--- config.mk ---
export PLATFORM = sky130hd
export DESIGN_NAME = wb_uart_tx
export DESIGN_NICKNAME = d
export VERILOG_FILES = /design/src/rtl/wb_uart_tx.sv
export SDC_FILE = /design/constraint.sdc
export NUM_CORES = 1
export LEC_CHECK = 0
export BUFFER_PORTS_ARGS = -buffer_cell sky130_fd_sc_hd__buf_2
export CAP_MARGIN = 20
export CORE_MARGIN = 8
export CORE_UTILIZATION = 45
export DETAILED_ROUTE_END_ITERATION = 10
export PLACE_DENSITY_LB_ADDON = 0.15
export SYNTH_ARGS = -nofsm -noshare
export SYNTH_HDL_FRONTEND = slang
export SYNTH_SLANG_ARGS = --single-unit
--- constraint.sdc ---
create_clock -name clk_i -period 7.3 [get_ports clk_i]
set_input_delay 1.46 -clock clk_i [delete_from_list [all_inputs] [get_ports clk_i]]
set_output_delay 1.46 -clock clk_i [all_outputs]
set_load 0.1 [all_outputs]
--- src/rtl/wb_uart_tx.sv ---
// wb_uart_tx -- Wishbone slave UART transmitter (8N1, programmable bit period).
//
// The CPU pushes bytes into a TX FIFO through the DATA register. A serializer
// pops them and shifts them out LSB first as 8N1 frames. Each bit lasts BAUD+1
// clocks.
//
// Register map (adr_i[1:0]):
//   0 DATA   W: push one byte (lane picked by sel_i); R: 0
//   1 STATUS R: [0] full [1] empty [2] busy [3] overflow [8] irq enable
//               [15:11] FIFO count (saturated to 31)
//            W: dat_i[3]=1 clears overflow; dat_i[8] writes irq enable
//   2 BAUD   R/W: bit period minus one, byte-lane writes via sel_i
//   3 reserved: reads 0, writes ignored
//
// Ports:
//   clk_i         single clock, rising edge
//   rst_i         synchronous active-high reset
//   cyc_i, stb_i  Wishbone cycle / strobe
//   we_i          1 = write, 0 = read
//   sel_i[1:0]    byte lane select
//   adr_i[14:0]   word address, only [1:0] decoded
//   dat_i[15:0]   write data
//   ack_o         registered acknowledge (one wait state)
//   dat_o[15:0]   read data, valid while ack_o=1, 0 otherwise
//   tx_o          serial output, idle high, registered
//   irq_o         (only with WB_UART_TX_IRQ_EN) ie & FIFO empty & serializer idle
//
// Optional feature macro: WB_UART_TX_IRQ_EN (adds irq_o and the STATUS[8]
// interrupt-enable bit; without it STATUS[8] reads 0 and ignores writes).

module wb_uart_tx #(
  parameter int          FIFO_DEPTH  = 16,
  parameter logic [15:0] DEFAULT_DIV = 16'd867
) (
  input  logic        clk_i,
  input  logic        rst_i,
  input  logic        cyc_i,
  input  logic        stb_i,
  input  logic        we_i,
  input  logic [1:0]  sel_i,
  input  logic [14:0] adr_i,
  input  logic [15:0] dat_i,
  output logic        ack_o,
  output logic [15:0] dat_o,
  output logic        tx_o
`ifdef WB_UART_TX_IRQ_EN
  ,
  output logic        irq_o
`endif
);

  localparam int AW = (FIFO_DEPTH > 1) ? $clog2(FIFO_DEPTH) : 1;
  localparam int CW = AW + 1;
  localparam logic [CW-1:0] DEPTH_C = CW'(FIFO_DEPTH);

  typedef enum logic [1:0] {
    S_IDLE,
    S_START,
    S_DATA,
    S_STOP
  } state_t;

  // Bus decode
  logic        bus_req, wr_req, rd_req;
  logic [1:0]  reg_sel;
  logic [15:0] rdata;

  // FIFO
  logic [7:0]    mem [FIFO_DEPTH];
  logic [AW-1:0] wr_ptr, rd_ptr;
  logic [CW-1:0] count;
  logic [4:0]    count_sat;
  logic          full, empty, push_req, push, pop, drop;
  logic [7:0]    push_byte;

  // Registers
  logic [15:0] baud;
  logic        overflow;
  logic        ie;

  // Serializer
  state_t      state;
  logic [7:0]  shreg;
  logic [2:0]  bit_idx;
  logic [15:0] reload, tick;
  logic        busy;

  // Only the low two address bits select a register.
  logic unused_adr;
  assign unused_adr = ^adr_i[14:2];

  // A new request is one that is not already being acknowledged this cycle,
  // which is what gives a held strobe ack pulses on alternating cycles.
  assign bus_req = cyc_i & stb_i & ~ack_o;
  assign wr_req  = bus_req & we_i;
  assign rd_req  = bus_req & ~we_i;
  assign reg_sel = adr_i[1:0];

  assign full  = (count == DEPTH_C);
  assign empty = (count == '0);
  assign busy  = (state != S_IDLE);

  assign push_byte = (sel_i == 2'b10) ? dat_i[15:8] : dat_i[7:0];
  assign push_req  = wr_req && (reg_sel == 2'd0) && (sel_i != 2'b00);
  assign pop       = (state == S_IDLE) && !empty;
  // A simultaneous pop frees a slot, so a push into a full FIFO still lands.
  assign push      = push_req && (!full || pop);
  assign drop      = push_req && full && !pop;

  assign count_sat = (int'(count) > 31) ? 5'd31 : 5'(count);

  // NOTE: every variable assigned in always_comb gets a default first so no
  // latch is inferred on paths that do not assign it.
  always_comb begin
    rdata = '0;
    case (reg_sel)
      2'd1:    rdata = {count_sat, 2'b00, ie, 4'b0000, overflow, busy, empty, full};
      2'd2:    rdata = baud;
      default: rdata = '0;
    endcase
  end

  // NOTE: sequential state uses non-blocking assignments only, so every
  // register samples the pre-edge values of the others.
  always_ff @(posedge clk_i) begin
    if (rst_i) begin
      ack_o <= 1'b0;
      dat_o <= '0;
    end else begin
      ack_o <= cyc_i & stb_i & ~ack_o;
      dat_o <= rd_req ? rdata : '0;
    end
  end

  always_ff @(posedge clk_i) begin
    if (rst_i) begin
      baud     <= DEFAULT_DIV;
      overflow <= 1'b0;
    end else begin
      if (wr_req && reg_sel == 2'd2) begin
        if (sel_i[0]) baud[7:0]  <= dat_i[7:0];
        if (sel_i[1]) baud[15:8] <= dat_i[15:8];
      end
      if (drop)
        overflow <= 1'b1;
      else if (wr_req && reg_sel == 2'd1 && dat_i[3])
        overflow <= 1'b0;
    end
  end

`ifdef WB_UART_TX_IRQ_EN
  always_ff @(posedge clk_i) begin
    if (rst_i) begin
      ie    <= 1'b0;
      irq_o <= 1'b0;
    end else begin
      if (wr_req && reg_sel == 2'd1) ie <= dat_i[8];
      irq_o <= ie & empty & ~busy;
    end
  end
`else
  assign ie = 1'b0;
`endif

  // NOTE: the storage array has no reset; emptiness is tracked by the
  // pointers and count, so stale entries are never observed.
  always_ff @(posedge clk_i) begin
    if (push) mem[wr_ptr] <= push_byte;
  end

  always_ff @(posedge clk_i) begin
    if (rst_i) begin
      wr_ptr <= '0;
      rd_ptr <= '0;
      count  <= '0;
    end else begin
      // Pointers wrap naturally because FIFO_DEPTH is a power of two.
      if (push) wr_ptr <= wr_ptr + 1'b1;
      if (pop)  rd_ptr <= rd_ptr + 1'b1;
      case ({push, pop})
        2'b10:   count <= count + 1'b1;
        2'b01:   count <= count - 1'b1;
        default: count <= count;
      endcase
    end
  end

  // Serializer: tick counts reload..0, so each bit lasts reload+1 clocks.
  // reload is captured at pop time, so BAUD writes mid-frame wait for the
  // next frame.
  always_ff @(posedge clk_i) begin
    if (rst_i) begin
      state   <= S_IDLE;
      tx_o    <= 1'b1;
      shreg   <= '0;
      bit_idx <= '0;
      reload  <= '0;
      tick    <= '0;
    end else begin
      case (state)
        S_IDLE: begin
          tx_o <= 1'b1;
          if (!empty) begin
            shreg  <= mem[rd_ptr];
            reload <= baud;
            tick   <= baud;
            tx_o   <= 1'b0;
            state  <= S_START;
          end
        end
        S_START: begin
          if (tick == '0) begin
            tick    <= reload;
            tx_o    <= shreg[0];
            shreg   <= shreg >> 1;
            bit_idx <= '0;
            state   <= S_DATA;
          end else begin
            tick <= tick - 1'b1;
          end
        end
        S_DATA: begin
          if (tick == '0) begin
            tick <= reload;
            if (bit_idx == 3'd7) begin
              tx_o  <= 1'b1;
              state <= S_STOP;
            end else begin
              tx_o    <= shreg[0];
              shreg   <= shreg >> 1;
              bit_idx <= bit_idx + 1'b1;
            end
          end else begin
            tick <= tick - 1'b1;
          end
        end
        S_STOP: begin
          if (tick == '0) state <= S_IDLE;
          else            tick  <= tick - 1'b1;
        end
        default: state <= S_IDLE;
      endcase
    end
  end

endmodule
### After elaboration in Yosys (flattened, before gate mapping)

Memories as Yosys holds them, arrays and structs flattened. A register that Yosys moved wholly into a read port is not among the register bits.
Cells that the tools add are included.

| word-level totals | value |
|---|---|
| bits in registers | 93 |
| RAM bits | 128 |
| word-level logic and storage cells | 112 |
| memories kept | 1 |

| cells by class | value |
|---|---|
| add/subtract/negate cells | 6 |
| equal/unequal tests | 17 |
| multiplexer cells | 33 |
| bitwise logic cells | 8 |
| reduce and logical (&&, ||, !) cells | 33 |

Memory list:

| memory | depth | width | rd ports | clocked after Yosys merged registers in | wr ports | RTL line | RTL |
|---|---|---|---|---|---|---|---|
| mem | 16 | 8 | 1 | 1 | 1 | 69 | `logic [7:0] mem [FIFO_DEPTH];` |

Operators by type and width:

| operator | count |
|---|---|
| $mux W16 | 3 |
| $pmux W16 S3 | 1 |
| $mux W8 | 5 |
| $pmux W16 S2 | 1 |
| $pmux W8 S3 | 1 |
| $logic_not A16 Y1 | 1 |
| $sub A16 B1 Y16 const B | 1 |
| $ne A2 B2 Y1 const B | 7 |
| $eq A2 B2 Y1 const B | 5 |
| $mux W2 | 5 |
| $pmux W5 S2 | 1 |
| $reduce_and A5 Y1 | 2 |
| $reduce_bool A2 Y1 | 5 |
| $logic_and A1 B1 Y1 | 9 |
| $mux W3 | 3 |
| $add A4 B1 Y4 const B | 2 |
| $mux W1 | 8 |
| $mux W4 | 2 |
| $pmux W2 S4 | 1 |
| $reduce_and A2 Y1 | 4 |
| $eq A2 B1 Y1 const B | 3 |
| $pmux W3 S2 | 1 |
| $add A5 B1 Y5 const B | 1 |
| $eq A5 B5 Y1 const B | 1 |
| 14 further kinds | 24 |

### Logic depth before layout (Yosys ltp)

Gate-level depths: netlist of run 1.

| depth | value |
|---|---|
| depth after elaboration | 8 |
| mapped depth | 11 |
| depth with buffers taken out | 11 |

### Least setup slack after synthesis of run 1

Ideal clock, no wire load.

| timing path | value |
|---|---|
| path type | input-to-reg |
| from | input port adr_i[0] |
| to | memory mem[3][0], enable pin |
| setup time | 0.383 ns |
| arrival time | 3.083 ns |
| required time | 6.917 ns |
| path slack | 3.834 ns |
| stages on the path | 7 |
| cells stage by stage | inv_1 > ha_1 > o21ai_0 > a311oi_1 > buf_2 > nand2_1 > nor3_1 |

| between the ends | value |
|---|---|
| cells in the longest elaborated chain, start to end | 6 |

Ends and longest elaborated chain:

| element | RTL line | RTL |
|---|---|---|
| from (decl) | 41 | `input logic [14:0] adr_i,` |
| $logic_not A2 Y1 | 104 | `assign push_req = wr_req && (reg_sel == 2'd0) && (sel_i != 2'b00);` |
| $logic_and A1 B1 Y1 (2 in series) | 104 |  |
| $logic_and A1 B1 Y1 | 107 | `assign push = push_req && (!full \|\| pop);` |
| $mux W1 | 168 | `if (push) mem[wr_ptr] <= push_byte;` |
| $mux W1 (implied by the code) | 168 |  |
| to (decl) | 69 |  |

Every way passes these cells.

### Final worst setup path of run 1

| timing path | value |
|---|---|
| from | input port adr_i[1] |
| to | memory mem[2][5], enable pin |

Same word-level chain as after synthesis.

==> results of run 1 <==
-- state kept, by name, summed over array words and instances (netlist names), named ones only --
name / count
tick: 16
tx_o: 1
rd_ptr: 4
state: 2
baud: 16
shreg: 8
reload: 16
ack_o: 1
overflow: 1
mem: 128
bit_idx: 3
wr_ptr: 4
count: 5
dat_o: 16
-- synth_stat cells, types with 7 or more instances --
cell type	n
nand2_1	76
a31oi_1	11
mux2_2	10
o21ai_0	13
a22oi_1	10
inv_1	13
edfxtp_1	128
clkbuf_1	24
nor2_1	74
a21oi_1	39
xor2_1	14
nor2b_1	10
mux2i_1	21
mux4_2	39
and3_1	8
xnor2_1	10
nor3_1	16
dfxtp_1	97
ha_1	19
o21ai_1	9
buf_1	7
buf_2	11
nand3_1	21
-- stage by stage --
step                hold WS [ns]  std cells  power (mW)
global route               0.478       1098        4.41
floorplan                  0.433        765        2.66
finish                     0.456       1098        4.17
global placement           0.442       1048        2.93
CTS                        0.456       1096        4.19
detailed placement         0.447       1050        2.96
-- layer usage --
| layer | global-route usage, % | part of all wire (%) | routed length [um] |
|---|---|---|---|
| met5 | 0 | 0 | 0 |
| met3 | 2.22 | 4.3 | 980 |
| met2 | 29.1 | 49 | 11200 |
| met1 | 23.8 | 45 | 10200 |
| met4 | 4.13 | 1.6 | 364 |
-- logic make-up after synthesis --
| logic type | synth area share (%) |
|---|---|
| compound gates | 9.12 |
| xor+xnor | 2.16 |
| fa+ha+maj | 2.44 |
| buf+inv | 2.76 |
| flops | 59.4 |
| mux | 12.3 |
| simple gates | 11.8 |
-- worst max path at each step --
stage	end	depth (start not counted)	start
2_1_floorplan	mem[3][0]	7	adr_i[0]
3_3_place_gp	mem[3][5]	8	adr_i[0]
3_5_place_dp	mem[2][5]	9	adr_i[1]
4_1_cts	mem[2][5]	9	adr_i[1]
5_1_grt	mem[2][5]	9	adr_i[1]
6_report	mem[2][5]	9	adr_i[1]
-- layout make-up --
type                    count  area, um2
fillers                  1829      10600
repair buffers             54        298
clock buffers              33        708
clock inverters            13        105
inverters                  14       52.6
well taps                 280        350
multi-input cells         479       3690
flip-flops and latches    225       5790
-- power by group --
group / leakage, nW / switching [mW] / internal, mW
Clock: 0.398 / 0.503 / 0.721
Combinational: 1.58 / 0.801 / 0.545
Sequential: 1.94 / 0.150 / 1.45
-- worst max-delay path: stages --
cell	delay (ns)
buf_2	0.11
inv_1	0.07
ha_1	0.14
o21ai_0	0.22
a311oi_1	0.29
buf_4	0.24
nand2_1	0.14
nor3_1	0.61
buf_4	0.27
==> impl_metrics.ini, run 1 <==
[timing]
fin_tns_setup_ns = 0
hold_viol_final = 0
max_freq_mhz = 301
slew_headroom_pct = 34.0
worstMarginPinSlew_ns = 0.989
worst_slack_ns = 3.97
fin_crit_ns = 3.33
final_max_slew_viol_count = 0
rsz0062_at_grt = false
finalCritPeriodShare_pct = 45.6
clock_skew_ns = 0.0171
setup_violations = 0

[final_layout]
area_delta_synth_final_pct = 12.8
post-route-util_pct = 51.0
fin_nets = 856
stdcell_area_mm2 = 0.0110
mostFrequentLayoutCell = edfxtp_1
drive_gt1_share_pct = 19.6
final_cell_mix = edfxtp_1, dfxtp_1, nand2_1
diodes = 0

[floorplanning]
start_util_pct = 45.2
dieArea_mm2 = 0.0266
ios = 56
rows = 54
die_h_um = 163
fp.dieW_um = 163
core_mm2 = 0.0216

[setup_path]
critPathLaunchType = primary input
critPathKind = primary input to flop
ff2ff_setup_slack_ns = 4.47
r2r-start = state[1]
cp_max_fo = 11
end_kind = flop
r2r_cells = 8
worstReg2RegEnd = mem[2][5]
cp.arrival_ns = 3.56
worstPathRequired_ns = 7.54

[min_path]
min_path_type = flop to flop
whs_path_depth = 2
holdPathEnd = reload[9]
worstHoldStart = reload[9]

[clocking]
clk_latency_ns = 0.53
root_buffer = clkbuf_16
post_cts_buffers = 0
cts.clk_slew.worst_paths_ns = 0.06
clockBufferDepth = 3
cts.sinks = 225
cts_resized = 0
htreeDepth = 1
cts_buffers = 25
hold_buffers = 0
cts_tree = done

[logic_synthesis]
async_flop_share_pct = 0
synth_top_area_cell = edfxtp_1
synth-edff-count = 128
synth_seq_cells = 225
synthFlopType = edfxtp_1
avgSynthCellArea_um2 = 12.7
synth_area_mm2 = 0.00974
synthTopCellsByArea = edfxtp_1, dfxtp_1, mux4_2, nand2_1, nor2_1
synth_cell_types = 62
synth_top_area_share_pct = 39.5
synth_nets = 822
ys_warn_count = 0
syn_inst = 765
synth-seq-area-share_pct = 59.4

[global_route]
antenna_found_initial = 0
grt_pass1_wl_um = 36200
grt_pass1_vias = 6244
overflow = 0
grt_max_degree = 46
grt_use_total_pct = 17.4

[route]
drc = 0
drt-initial-drc-count = 394
viasPerCell = 5.67
wl_per_cell_um = 20.8
drt_pass1_iterations = 5
wirelength_um = 22800
via_count = 6231
ant_nets = 0

[flow_run]
maxCapViolations = 0

[power_and_ir_drop]
peakVddDrop_mv = 0.217
p_leak_nw = 3.92
p_per_area_mw_per_mm2 = 379

[placed_design]
dp_slack_ns = 3.46
io_buffers = 42
gp_congestion = 0.798
placed_area_mm2 = 0.0102
hpwlAfterDp_um = 15300

[run_status]
outcome = complete, no violations
Power figures use the tool's default switching activity.
==> run 2, diff against run 1 <==
==> constraint.sdc (replaced) <==
create_clock -name clk_i -period 2.69 [get_ports clk_i]
set_input_delay 0.538 -clock clk_i [delete_from_list [all_inputs] [get_ports clk_i]]
set_output_delay 0.538 -clock clk_i [all_outputs]
set_load 0.1 [all_outputs]
==> run 2 against run 1 <==
Against the previous run:
- global-route usage decreased by 0.25 points
- routed wire length down 2.1%
- largest cell class unchanged
- register-to-register slack lost 4.2 ns
- total power grew to 2.8 times the previous value
- die area is the same
- clock-buffer cell count increased by 3
- largest power group unchanged
- via count up 0.58%
- final cell count is 3.1% higher
- critical path type is now flop to flop
==> impl_metrics.ini, run 2 (synthesis results as in run 1) <==
[final_layout]
fillers = 1807
register_area_mm2 = 0.00579
area_delta_synth_final_pct = 15.7
mostFrequentLayoutCell = edfxtp_1
top_register = mem
drive_gt1_share_pct = 22.9
multi_input_area_mm2 = 0.00370
fin_nets = 888
final_cell_mix = edfxtp_1, dfxtp_1, nand2_1
largest_reg_flops = 128

[min_path]
worstHoldStart = rst_i
min_path_type = primary input to flop
holdPathEnd = ack_o
whs_path_depth = 2

[clocking]
clk_latency_ns = 0.52
cts_buffers = 26
hold_buffers = 0
cts_resized = 0
cts_tree = done
cts.clk_slew.worst_paths_ns = 0.06
root_buffer = clkbuf_16
post_cts_buffers = 0
clockBufferDepth = 3
htreeDepth = 1
cts.sinks = 225

[route]
drt_pass1_iterations = 5
wirelength_um = 22300
wl_per_cell_um = 19.7
drc = 0
via_count = 6267
viasPerCell = 5.54
ant_nets = 0
drt-initial-drc-count = 486

[floorplanning]
core_mm2 = 0.0216
start_util_pct = 45.2
rows = 54
dieArea_mm2 = 0.0266
die_h_um = 163
fp.dieW_um = 163
ios = 56

[setup_path]
ff2ff_setup_slack_ns = 0.25
worstReg2RegEnd = shreg[3]
r2r_cells = 9
end_kind = flop
cp_max_fo = 13
critPathKind = flop to flop
cp.arrival_ns = 2.88
worstPathRequired_ns = 3.12
critPathLaunchType = flop
r2r-start = tick[0]

[timing]
final_max_slew_viol_count = 0
slew_headroom_pct = 28.5
rsz0062_at_grt = false
fin_tns_setup_ns = 0
finalCritPeriodShare_pct = 90.9
max_freq_mhz = 409
hold_viol_final = 0
worstMarginPinSlew_ns = 1.07
fin_crit_ns = 2.44
clock_skew_ns = 0.0174
setup_violations = 0

[placed_design]
hpwlAfterDp_um = 15400
gp_congestion = 0.784
io_buffers = 42

[global_route]
grt_use_total_pct = 17.2
grt_max_degree = 64
grt_pass1_wl_um = 36000
antenna_found_initial = 0
grt_pass1_vias = 6473
overflow = 0

[power_and_ir_drop]
p_leak_nw = 4.12
power_mw = 11.5
p_per_area_mw_per_mm2 = 1020
peakVddDrop_mv = 0.503

[run_status]
outcome = complete, no violations

[flow_run]
maxCapViolations = 0
run 2: per-stage QoR:
| stage | setup slack [ns] | util (%) | area, um2 | hold slack (ns) | instances |
|---|---|---|---|---|---|
| after global placement | 0.131 | 48.4 | 10400 | 0.442 | 1082 |
| after floorplan | 0.0981 | - | 9760 | 0.433 | 765 |
| after global routing | 0.0493 | 52.2 | 11300 | 0.229 | 1131 |
| after CTS | 0.145 | 52.2 | 11300 | 0.227 | 1130 |
| after detailed placement | 0.152 | 48.4 | 10400 | 0.446 | 1082 |
| final | 0.245 | 52.3 | 11300 | 0.250 | 1132 |
run 2: worst max-delay path by stage:
| stage | startpoint | end | slack (ns) | depth (start not counted) |
|---|---|---|---|---|
| after floorplan | ack_o | mem[7][0] | 0.1 | 5 |
| after global placement | adr_i[0] | mem[7][0] | 0.13 | 10 |
| after detailed placement | adr_i[0] | mem[3][6] | 0.15 | 10 |
| after CTS | state[0] | reload[12] | 0.15 | 7 |
| after global routing | tick[0] | shreg[3] | 0.05 | 9 |
| final | tick[0] | shreg[3] | 0.25 | 9 |
run 2: report_power, final:
group / total, mW / switching, mW / internal [mW]
clock network: 3.30 / 1.34 / 1.97
registers: 4.21 / 0.285 / 3.93
logic: 3.96 / 2.31 / 1.65
run 2: layout make-up:
| class | count | area share (%) |
|---|---|---|
| Antenna cell | 1 | 0.0222 |
| Timing Repair Buffer | 85 | 4.84 |
| Clock inverter | 12 | 0.544 |
| Clock buffer | 36 | 6.75 |
| Tap cell | 280 | 3.11 |
| Multi-Input combinational cell | 479 | 32.9 |
| Sequential cell | 225 | 51.4 |
| Inverter | 14 | 0.467 |
run 2: layer usage:
metal  track usage, %  routed length, um  vias to the layer above
met3             2.87               1040                       32
met2             28.5              10700                      157
met1             23.0              10300                     3083
met5                0                  0                        -
li1                 -                  -                     2995
met4             4.38                325                        0
run 2: critical path, stage by stage, from the launching register on:
cell,delay (ns)
dfxtp_1,0.37
inv_1,0.13
ha_1,0.15
nor3b_1,0.45
and4_4,0.44
a21oi_2,0.11
nor3_4,0.22
buf_4,0.22
o21ai_1,0.08
a31oi_1,0.19
==> run 3, diff against run 2 <==
--- a/config.mk
+++ b/config.mk
@@ -10,7 +10,7 @@
 export CORE_MARGIN = 8
 export CORE_UTILIZATION = 45
 export DETAILED_ROUTE_END_ITERATION = 10
-export PLACE_DENSITY_LB_ADDON = 0.15
+export PLACE_DENSITY = 0.76
 export SYNTH_ARGS = -nofsm -noshare
 export SYNTH_HDL_FRONTEND = slang
 export SYNTH_SLANG_ARGS = --single-unit
==> run 3 against run 2 <==
Against the previous run:
- register-to-register slack barely moved
- core utilization barely moved
- die area did not move
- worst hold slack improved by 0.018 ns
- final cell count fell by 0.53%
- sequential share of layout area barely moved
- clock-buffer cell count fell by 6
- sequential power rose by 1%
- critical path depth fell by 1
- clock power barely moved
- setup slack improved by 0.013 ns
- critical path type unchanged
- critical endpoint is now mem[3][3]
==> impl_metrics.ini, run 3 (synthesis results as in run 1) <==
[run_status]
outcome = complete, no violations

[timing]
fin_crit_ns = 2.43
worstMarginPinSlew_ns = 0.716
max_freq_mhz = 411
final_max_slew_viol_count = 0
finalCritPeriodShare_pct = 90.4
rsz0062_at_grt = false
hold_viol_final = 0
clock_skew_ns = 0.0169
slew_headroom_pct = 52.3
fin_tns_setup_ns = 0
setup_violations = 0

[power_and_ir_drop]
power_mw = 11.4
p_per_area_mw_per_mm2 = 1010
peakVddDrop_mv = 0.673
p_leak_nw = 4.10

[placed_design]
io_buffers = 42
placed_area_mm2 = 0.0104
gp_congestion = 0.842
hpwlAfterDp_um = 15100

[clocking]
cts_buffers = 24
clockBufferDepth = 3
root_buffer = clkbuf_16
cts.sinks = 225
cts.clk_slew.worst_paths_ns = 0.06
cts_tree = done
cts_resized = 0
post_cts_buffers = 0
hold_buffers = 0
htreeDepth = 1
clk_latency_ns = 0.53

[route]
wirelength_um = 22200
via_count = 6461
wl_per_cell_um = 19.7
viasPerCell = 5.74
ant_nets = 0
drt_pass1_iterations = 5
drt-initial-drc-count = 470
drc = 0

[global_route]
grt_util_met3_pct = 2.80
grt_use_total_pct = 16.5
grt_pass1_wl_um = 35000
grt_pass1_vias = 6470
grt_busiest_layer = met2
use_met1_pct = 20.3
overflow = 0
met2_usage_pct = 28.9
antenna_found_initial = 0
grt_max_degree = 57

[floorplanning]
ios = 56
rows = 54
dieArea_mm2 = 0.0266
die_h_um = 163
core_mm2 = 0.0216
fp.dieW_um = 163
start_util_pct = 45.2

[final_layout]
multi_input_area_mm2 = 0.00370
fillers = 1777
fin_nets = 885
mostFrequentLayoutCell = edfxtp_1
stdcell_area_mm2 = 0.0113
register_area_mm2 = 0.00579
top_register = mem
largest_reg_flops = 128
final_cell_mix = edfxtp_1, dfxtp_1, nand2_1
diodes = 0
drive_gt1_share_pct = 22.5
area_delta_synth_final_pct = 15.6

[setup_path]
crit_family = buffers and inverters
slowest_stage = a311oi_1
worstPathRequired_ns = 2.92
crit_chain = inv_1 > ha_1 > inv_2 > a311oi_1 > buf_4 > nand2_1 > nor3_2 > buf_4
cp_max_fo = 11
critPathKind = flop to flop
cp.arrival_ns = 2.66
critical_path.most_common_cell = buf_4
crit_buf_inv = 4
end_kind = flop
slowest_delay_ns = 0.39
critPathLaunchType = flop

[min_path]
min_path_type = primary input to flop

[flow_run]
maxCapViolations = 0
run 3: worst paths after layout:
path              startpoint         to  slack (ns)  depth (start not counted)
hold / removal      dat_i[1]    baud[1]        0.27                          3
setup / recovery    state[0]  mem[3][3]        0.26                          8
hold reg to reg    reload[5]  reload[5]        0.45                          2
setup reg to reg    state[0]  mem[3][3]        0.26                          8
run 3: area by class of cell:
| type | count | share of cell area, % |
|---|---|---|
| repair buffers | 84 | 4.89 |
| inverters | 14 | 0.467 |
| clock inverters | 14 | 1.29 |
| clock buffers | 30 | 5.90 |
| flip-flops and latches | 225 | 51.4 |
| multi-input cells | 479 | 32.9 |
| well taps | 280 | 3.11 |
run 3: metal layers:
layer,vias to the layer above,routed length (um)
met5,-,0
met4,0,582
met3,53,1310
met2,214,11400
met1,3208,8850
li1,2986,-
run 3: tightest hold or removal path, stage by stage:
cell and delay [ns]:
buf_2 0.10, mux2i_1 0.06, nand2_1 0.06
run 3: power by group:
| group | switching, mW | internal, mW |
|---|---|---|
| clock | 1.35 | 1.96 |
| combinational | 2.20 | 1.62 |
| sequential | 0.342 | 3.93 |
| total | 3.89 | 7.50 |
run 3: metrics by stage:
stage,setup WS (ns),hold slack [ns],utilization [%],cells
final,0.259,0.268,52.2,1126
after global routing,0.157,0.274,52.2,1126
after CTS,0.288,0.259,52.2,1126
after detailed placement,0.0129,0.448,48.5,1082
after global placement,0.109,0.442,48.5,1082
after floorplan,0.0981,0.433,-,765
